--- src/rtl/mips_defs.sv ---
// mips_defs: shared encodings, hazard timing codes and decode record for the MIPS pipeline.
package mips_defs;
  localparam logic [5:0] OP_SPECIAL = 6'h00;
  localparam logic [5:0] OP_J       = 6'h02;
  localparam logic [5:0] OP_JAL     = 6'h03;
  localparam logic [5:0] OP_BEQ     = 6'h04;
  localparam logic [5:0] OP_ORI     = 6'h0d;
  localparam logic [5:0] OP_LUI     = 6'h0f;
  localparam logic [5:0] OP_LW      = 6'h23;
  localparam logic [5:0] OP_SW      = 6'h2b;
  localparam logic [5:0] F_JR       = 6'h08;
  localparam logic [5:0] F_MFHI     = 6'h10;
  localparam logic [5:0] F_MTHI     = 6'h11;
  localparam logic [5:0] F_MFLO     = 6'h12;
  localparam logic [5:0] F_MTLO     = 6'h13;
  localparam logic [5:0] F_MULT     = 6'h18;
  localparam logic [5:0] F_MULTU    = 6'h19;
  localparam logic [5:0] F_DIV      = 6'h1a;
  localparam logic [5:0] F_DIVU     = 6'h1b;
  localparam logic [5:0] F_ADDU     = 6'h21;
  localparam logic [5:0] F_SUBU     = 6'h23;
  localparam logic [1:0] TUSE_0 = 2'd0;
  localparam logic [1:0] TUSE_1 = 2'd1;
  localparam logic [1:0] TUSE_2 = 2'd2;
  localparam logic [1:0] TNEW_0 = 2'd0;
  localparam logic [1:0] TNEW_1 = 2'd1;
  localparam logic [1:0] TNEW_2 = 2'd2;
  localparam int unsigned MULT_LAT_DEF = 5;
  localparam int unsigned DIV_LAT_DEF  = 10;
  localparam logic [4:0] REG_RA = 5'd31;
  typedef struct packed {
    logic       uses_rs;
    logic       uses_rt;
    logic [1:0] tuse_rs;
    logic [1:0] tuse_rt;
    logic [4:0] a3;
    logic [1:0] tnew_e;
    logic       is_md;
    logic       is_div;
    logic       is_mdop;
  } dec_t;
  function automatic logic stall_hit(logic use_src, logic [4:0] src, logic [1:0] tuse,
                                     logic [4:0] a3, logic [1:0] tnew);
    return use_src && a3 != 5'd0 && a3 == src && tuse < tnew;
  endfunction
endpackage

--- src/rtl/instr_decode.sv ---
// instr_decode: classifies one instruction word into source use, destination and hazard timing.
module instr_decode
  import mips_defs::*;
(
  input  logic [31:0] ir,
  output dec_t        dec
);
  logic [5:0] op, fn;
  logic r, addu, subu, jr, mfhi, mflo, mthi, mtlo, mult, multu, div, divu;
  logic ori, lui, lw, sw, beq, jal, unused_ok;
  assign op    = ir[31:26];
  assign fn    = ir[5:0];
  assign r     = op == OP_SPECIAL;
  assign addu  = r && fn == F_ADDU;
  assign subu  = r && fn == F_SUBU;
  assign jr    = r && fn == F_JR;
  assign mfhi  = r && fn == F_MFHI;
  assign mflo  = r && fn == F_MFLO;
  assign mthi  = r && fn == F_MTHI;
  assign mtlo  = r && fn == F_MTLO;
  assign mult  = r && fn == F_MULT;
  assign multu = r && fn == F_MULTU;
  assign div   = r && fn == F_DIV;
  assign divu  = r && fn == F_DIVU;
  assign ori   = op == OP_ORI;
  assign lui   = op == OP_LUI;
  assign lw    = op == OP_LW;
  assign sw    = op == OP_SW;
  assign beq   = op == OP_BEQ;
  assign jal   = op == OP_JAL;
  assign unused_ok = ^ir[10:6];
  always_comb begin
    dec.is_md   = mult | multu | div | divu;
    dec.is_div  = div | divu;
    dec.is_mdop = dec.is_md | mfhi | mflo | mthi | mtlo;
    dec.uses_rs = addu | subu | ori | lw | sw | beq | jr | dec.is_md | mthi | mtlo;
    dec.uses_rt = addu | subu | sw | beq | dec.is_md;
    dec.tuse_rs = (beq | jr) ? TUSE_0 : TUSE_1;
    dec.tuse_rt = beq ? TUSE_0 : sw ? TUSE_2 : TUSE_1;
    dec.a3      = (addu | subu | mfhi | mflo) ? ir[15:11] :
                  (ori | lui | lw) ? ir[20:16] : jal ? REG_RA : 5'd0;
    dec.tnew_e  = lw ? TNEW_2 : (addu | subu | ori | lui | mfhi | mflo) ? TNEW_1 : TNEW_0;
  end
endmodule

--- src/rtl/hazard_ctrl.sv ---
// hazard_ctrl: Tuse/Tnew stall detection and mult/div busy sequencing for the 5-stage pipeline.
module hazard_ctrl
  import mips_defs::*;
#(
  parameter int unsigned MULT_LAT = MULT_LAT_DEF,
  parameter int unsigned DIV_LAT  = DIV_LAT_DEF
) (
  input  logic        Clock,
  input  logic        Reset,
  input  logic [31:0] IR_D,
  input  logic [31:0] IR_E,
  input  logic [31:0] IR_M,
  output logic        Stall,
  output logic        Flush_E,
  output logic        MD_Start,
  output logic        MD_Busy
);
  dec_t d, e, m;
  logic [3:0] cnt;
  logic [4:0] rs_d, rt_d;
  logic [1:0] tnew_m;
  logic data_stall, unused_ok;
  instr_decode u_dec_d (.ir(IR_D), .dec(d));
  instr_decode u_dec_e (.ir(IR_E), .dec(e));
  instr_decode u_dec_m (.ir(IR_M), .dec(m));
  assign rs_d   = IR_D[25:21];
  assign rt_d   = IR_D[20:16];
  // One stage further down the pipe, the producer is one cycle closer to its result.
  assign tnew_m = m.tnew_e != TNEW_0 ? m.tnew_e - 2'd1 : TNEW_0;
  assign unused_ok = ^{e, m};
  assign data_stall = stall_hit(d.uses_rs, rs_d, d.tuse_rs, e.a3, e.tnew_e)
                    | stall_hit(d.uses_rt, rt_d, d.tuse_rt, e.a3, e.tnew_e)
                    | stall_hit(d.uses_rs, rs_d, d.tuse_rs, m.a3, tnew_m)
                    | stall_hit(d.uses_rt, rt_d, d.tuse_rt, m.a3, tnew_m);
  assign MD_Start = e.is_md;
  assign MD_Busy  = cnt != 4'd0 || MD_Start;
  assign Stall    = data_stall | (d.is_mdop & MD_Busy);
  assign Flush_E  = Stall;
  always_ff @(posedge Clock) begin
    if (Reset) cnt <= 4'd0;
    else if (MD_Start) cnt <= e.is_div ? 4'(DIV_LAT) : 4'(MULT_LAT);
    else if (cnt != 4'd0) cnt <= cnt - 4'd1;
  end
endmodule

--- config.mk ---
export PLATFORM = sky130hd
export DESIGN_NAME = hazard_ctrl
export DESIGN_NICKNAME = d
export VERILOG_FILES = /design/src/rtl/mips_defs.sv /design/src/rtl/instr_decode.sv /design/src/rtl/hazard_ctrl.sv
export SDC_FILE = /design/constraint.sdc
export NUM_CORES = 1
export LEC_CHECK = 0
export BUFFER_PORTS_ARGS = -buffer_cell sky130_fd_sc_hd__buf_4
export CAP_MARGIN = 20
export CORE_ASPECT_RATIO = 1.2
export CORE_MARGIN = 5
export CORE_UTILIZATION = 41
export DETAILED_ROUTE_END_ITERATION = 6
export HOLD_SLACK_MARGIN = 0.03
export PLACE_DENSITY = 0.82
export REMOVE_ABC_BUFFERS = 1
export SYNTH_ARGS = -nofsm -noshare
export SYNTH_HDL_FRONTEND = slang
export SYNTH_HIERARCHICAL = 1
export SYNTH_SLANG_ARGS = --single-unit
--- constraint.sdc ---
create_clock -name Clock -period 2 [get_ports Clock]
set_input_delay 0.2 -clock Clock [delete_from_list [all_inputs] [get_ports Clock]]
set_output_delay 0.2 -clock Clock [all_outputs]
set_load 0.1 [all_outputs]
==> flow_summary.toml, run 1 <==
[run_status]
status = "finished, violations left"
failed_checks = "negative setup slack"

[critical_path]
cpMaxStageDelayCell = "a221o_1"
worstPathCellList = "buf_6 > and3b_1 > o211a_1 > a221o_1 > xor2_1 > nor4_1 > nand4_1 > a21oi_2 > a221o_1 > buf_12"
cp.arrival_ns = 2.33
worstPathMaxFanout = 5
cpLargestDelayFamily = "compound AO/OA/AOI/OAI gates"
required_ns = 1.80
crit_top_cell = "a221o_1"
path_buf_inv = 2
cp_slowest_stage_delay_ns = 0.39
setup.worst_path.start_class = "input port"
r2r_setup_slack_ns = 0.70
endpoint_kind = "output pin"
path_class = "input port to output pin"

[final_layout]
nNetsFinal = 365
reg_top3 = "cnt (4)"
multi_input_area_sq_um = 1115
layout-drive-gt1-share_pct = 49.03
fin_cells = 293
n_antenna_cell = 0
seqCellArea_sq_um = 80.08
top_register = "cnt"
area_growth_pct = 72.45
nFillCells = 223
largest_reg_flops = 4

[clock_tree]
htree_levels = 1
clk_pin_slew_ns = 0.04
cts_root_buffer = "clkbuf_4"
worstSkewPairLatency_ns = 0.23
cts-hold-fix-buffers = 0
cts_tree = "built"
clock_path_buffers = 2
cts_buffers = 3
cts.sinks = 4

[place]
dpl.cell_count = 289
gp_congestion = 0.8371
io_buffer_count = 70
place_hpwl_mm = 3.482

[routing]
dr.pass1.iters = 6
via_per_inst = 5.481
wl_per_cell_um = 13.82
ant_nets = 0
drtIter0Drc = 58
drc = 0
drt_wl_total_mm = 4.049
vias = 1606

[power]
power_mw = 0.8413
p_per_area_nw_per_um2 = 397.9
leakagePower_nw = 1.002
ir_worst_vdd_v = 0.0006305

[floorplanning]
coreArea_sq_um = 2838
die_y_um = 69.91
die_area_sq_um = 4189
std_cell_rows = 21
start_util_pct = 43.21
fp.dieW_um = 59.92
pin_count = 102

[sta]
slew_violations = 0
final.period_utilization_pct = 126.6
rsz0062_at_grt = "true"
finalSetupViolations = 2
fmax_mhz = 394.8
holdWs_ns = 0.1554
hold_violations = 0
fin_skew_ns = 0.001016
fin_crit_ns = 2.533
worst_slack_ns = -0.5326

[yosys]
syn-instance-count = 156
synth_area_sq_um = 1226
ys_warn_count = 6
avgSynthCellArea_sq_um = 7.860

[grt]
grt_max_degree = 7
antenna_found_initial = 0
grt_overflow = 0
grt_pass1_vias = 1638
track_usage_pct = 18.75
grt_pass1_wl_mm = 6.596

[flow_run]
drv_cap = 0

[hold_path]
min_path_type = "input port to register"
stage by stage:
stage / area, sq um / TNS, ns / utilization (%) / worst slack (ns)
CTS: 2079 / -1.085 / 73.28 / -0.5591
floorplan: 1181 / -4.591 / - / -1.824
detailed placement: 2019 / -1.166 / 71.16 / -0.5830
global route: 2115 / -1.228 / 74.52 / -0.6142
global placement: 2019 / -1.050 / 71.16 / -0.5250
finish: 2115 / -1.064 / 74.52 / -0.5326
final cells by class:
cell class | count | area share, %
clock buffers | 3 | 1.065
inverters | 5 | 0.8876
multi-input cells | 140 | 52.72
flip-flops and latches | 4 | 3.787
well taps | 34 | 2.012
repair buffers | 107 | 39.53
layer usage:
layer / GRT usage (%) / share of wire, %
met5: 0 / 0
met4: 2.956 / 0.79
met3: 2.026 / 6.2
met2: 34.25 / 53
met1: 23.05 / 40
repair_timing:
action,4_1_cts,5_1_grt
gates resized for setup,8,7
pin swaps,0,11
buffers inserted,1,0
setup endpoints to repair,2,2
where the power goes:
part	internal [mW]	total (mW)	switching, mW
registers	0.109	0.136	0.0271
logic	0.284	0.605	0.321
clock network	0.0672	0.100	0.0331
placed cells by master, fill, tap and decap left out, drive strengths merged, types with 5 or more instances in the layout:
master	n
nand2	6
nor3	7
buf	107
nand3	6
nor2	6
a21oi	7
xor2	13
nor2b	7
inv	5
nor4	10
xnor2	10
o21ai	7
a221o	12
ha	6
worst register-to-register path: stages, from the launching register on:
cell and delay [ns]:
dfxtp_1 0.31, inv_1 0.10, ha_1 0.16, nor4b_4 0.33, nor3_1 0.11, a21oi_1 0.13
nor2_1 0.05
final timing paths:
kind,from,to,cells past startpoint
max,IR_E[5],Flush_E,10
min,Reset,cnt[0]$_SDFFE_PP0N_,2
max reg2reg,cnt[0]$_SDFFE_PP0N_,cnt[1]$_SDFFE_PP0N_,6
min reg2reg,cnt[0]$_SDFFE_PP0N_,cnt[0]$_SDFFE_PP0N_,2
No activity file was read; power rests on OpenSTA's default activity.
==> run 2, diff against run 1 <==
==> constraint.sdc (replaced) <==
create_clock -name Clock -period 2 [get_ports Clock]
set_input_delay 0.3 -clock Clock [delete_from_list [all_inputs] [get_ports Clock]]
set_output_delay 0.3 -clock Clock [all_outputs]
set_load 0.1 [all_outputs]
==> run 2 against run 1 <==
Net effect: the run still ends with negative setup slack left; largest cell class unchanged; routed wire length rose by 2.8%; clock skew rose by 0.0017 ns; clock power barely moved; clock-buffer cell count did not move; global-route usage fell by 0.18 points; flip-flop and latch count did not move; largest power group unchanged; die area did not move; combinational power rose by 16%; power rose by 12%; first-iteration DRC count fell by 6.9%; critical path type unchanged.
==> flow_summary.toml, run 2 (synthesis results as in run 1) <==
[critical_path]
required_ns = 1.70
path_class = "input port to output pin"
cpMaxStageDelayCell = "or4_4"
worstPathCellList = "buf_6 > and3b_2 > o211a_4 > a221o_1 > or4_4 > nor2_4 > a21oi_2 > a221o_1 > buf_12"
cp.arrival_ns = 2.49
cpLargestDelayFamily = "compound AO/OA/AOI/OAI gates"
endpoint_kind = "output pin"
path_buf_inv = 2
crit_top_cell = "a221o_1"
worstPathMaxFanout = 5
cp_slowest_stage_delay_ns = 0.54
setup.worst_path.start_class = "input port"

[final_layout]
layout-drive-gt1-share_pct = 50.95
top_register = "cnt"
area_growth_pct = 77.65
nNetsFinal = 369
reg_top3 = "cnt (4)"
n_antenna_cell = 0
layout_common_cells = "104 x buf_4, 13 x xor2_1, 12 x a221o_1"
largest_reg_flops = 4
final_common_cell = "buf_4"
nFillCells = 239

[clock_tree]
clock_path_buffers = 2
cts_root_buffer = "clkbuf_4"
htree_levels = 1
worstSkewPairLatency_ns = 0.24
clk_pin_slew_ns = 0.04
cts_buffers = 3
cts-hold-fix-buffers = 0
cts_tree = "built"
cts.sinks = 4

[routing]
drt_wl_total_mm = 4.161
dr.pass1.iters = 4
ant_nets = 0
wl_per_cell_um = 14.01
vias = 1614
via_per_inst = 5.434
drc = 0
drtIter0Drc = 54

[flow_run]
drv_cap = 0

[run_status]
status = "finished, violations left"
failed_checks = "negative setup slack"

[power]
p_per_area_nw_per_um2 = 432.9
leakagePower_nw = 1.026
power_mw = 0.9431
ir_worst_vdd_v = 0.0009626

[grt]
grt_pass1_vias = 1644
busiest_layer = "met2"
antenna_found_initial = 0
track_usage_pct = 18.57
grt_util_met3_pct = 2.947
grt_overflow = 0
grt_max_degree = 7
met2_usage_pct = 33.29
use_met1_pct = 22.72
grt_pass1_wl_mm = 6.534

[sta]
fin_crit_ns = 2.787
tns_ns = -1.573
worst_slack_ns = -0.7868
final.period_utilization_pct = 139.3
hold_violations = 0
fin_skew_ns = 0.002724
fmax_mhz = 358.8
holdWs_ns = 0.2504
slew_violations = 0
finalSetupViolations = 2
rsz0062_at_grt = "true"

[floorplanning]
fp.dieW_um = 59.92
start_util_pct = 43.21
std_cell_rows = 21
die_area_sq_um = 4189
coreArea_sq_um = 2838
die_y_um = 69.91
pin_count = 102

[place]
gp_congestion = 0.8495
io_buffer_count = 70
place_hpwl_mm = 3.412
place_ws_ns = -0.7700

[hold_path]
min_path_type = "input port to register"
-- run 2: area by class of cell --
type,instances,area [sq um],area share (%)
well taps,34,42.54,1.953
flip-flops and latches,4,80.08,3.676
repair buffers,111,889.6,40.84
inverters,5,18.77,0.8616
multi-input cells,140,1125,51.64
clock buffers,3,22.52,1.034
-- run 2: final timing paths --
path	to	slack [ns]	start	cells after the start
setup / recovery	Flush_E	-0.79	IR_E[5]	9
hold / removal	cnt[0]$_SDFFE_PP0N_	0.25	Reset	2
setup reg to reg	cnt[1]$_SDFFE_PP0N_	0.68	cnt[0]$_SDFFE_PP0N_	7
hold reg to reg	cnt[0]$_SDFFE_PP0N_	0.50	cnt[0]$_SDFFE_PP0N_	2
-- run 2: worst reg2reg max path, delay by kind of cell (launching register included) --
kind | cells | cell delay, ns
buffers and inverters | 2 | 0.25
flip-flops | 1 | 0.34
AO/OA/AOI/OAI | 1 | 0.06
adder cells (fa/ha/maj) | 1 | 0.21
AND/OR/NAND/NOR | 3 | 0.40
-- run 2: power breakdown --
group          internal (mW)  switching (mW)  total [mW]
combinational          0.359           0.344       0.703
clock                 0.0673          0.0357       0.103
sequential             0.109          0.0281       0.137
total                  0.535           0.408       0.943
-- run 2: metal layers --
metal | vias up | wire (um) | share of wire, %
li1 | 813 | - | -
met1 | 737 | 1645 | 40
met2 | 58 | 2211 | 53
met3 | 6 | 276 | 6.6
met4 | 0 | 27 | 0.65
met5 | - | 0 | 0
-- run 2: metrics by stage --
| step | instance area, sq um | utilization (%) | cells |
|---|---|---|---|
| finish | 2178 | 76.76 | 297 |
| global route | 2178 | 76.76 | 297 |
| CTS | 2096 | 73.85 | 296 |
| detailed placement | 2049 | 72.22 | 293 |
| global placement | 2049 | 72.22 | 293 |
| floorplan | 1181 | - | 149 |
-- run 2: repair_timing --
| action | in CTS | in global routing |
|---|---|---|
| endpoints found under the setup margin | 4 | 4 |
| pin swaps | 0 | 10 |
| setup buffers | 0 | 1 |
| resized for setup | 5 | 18 |
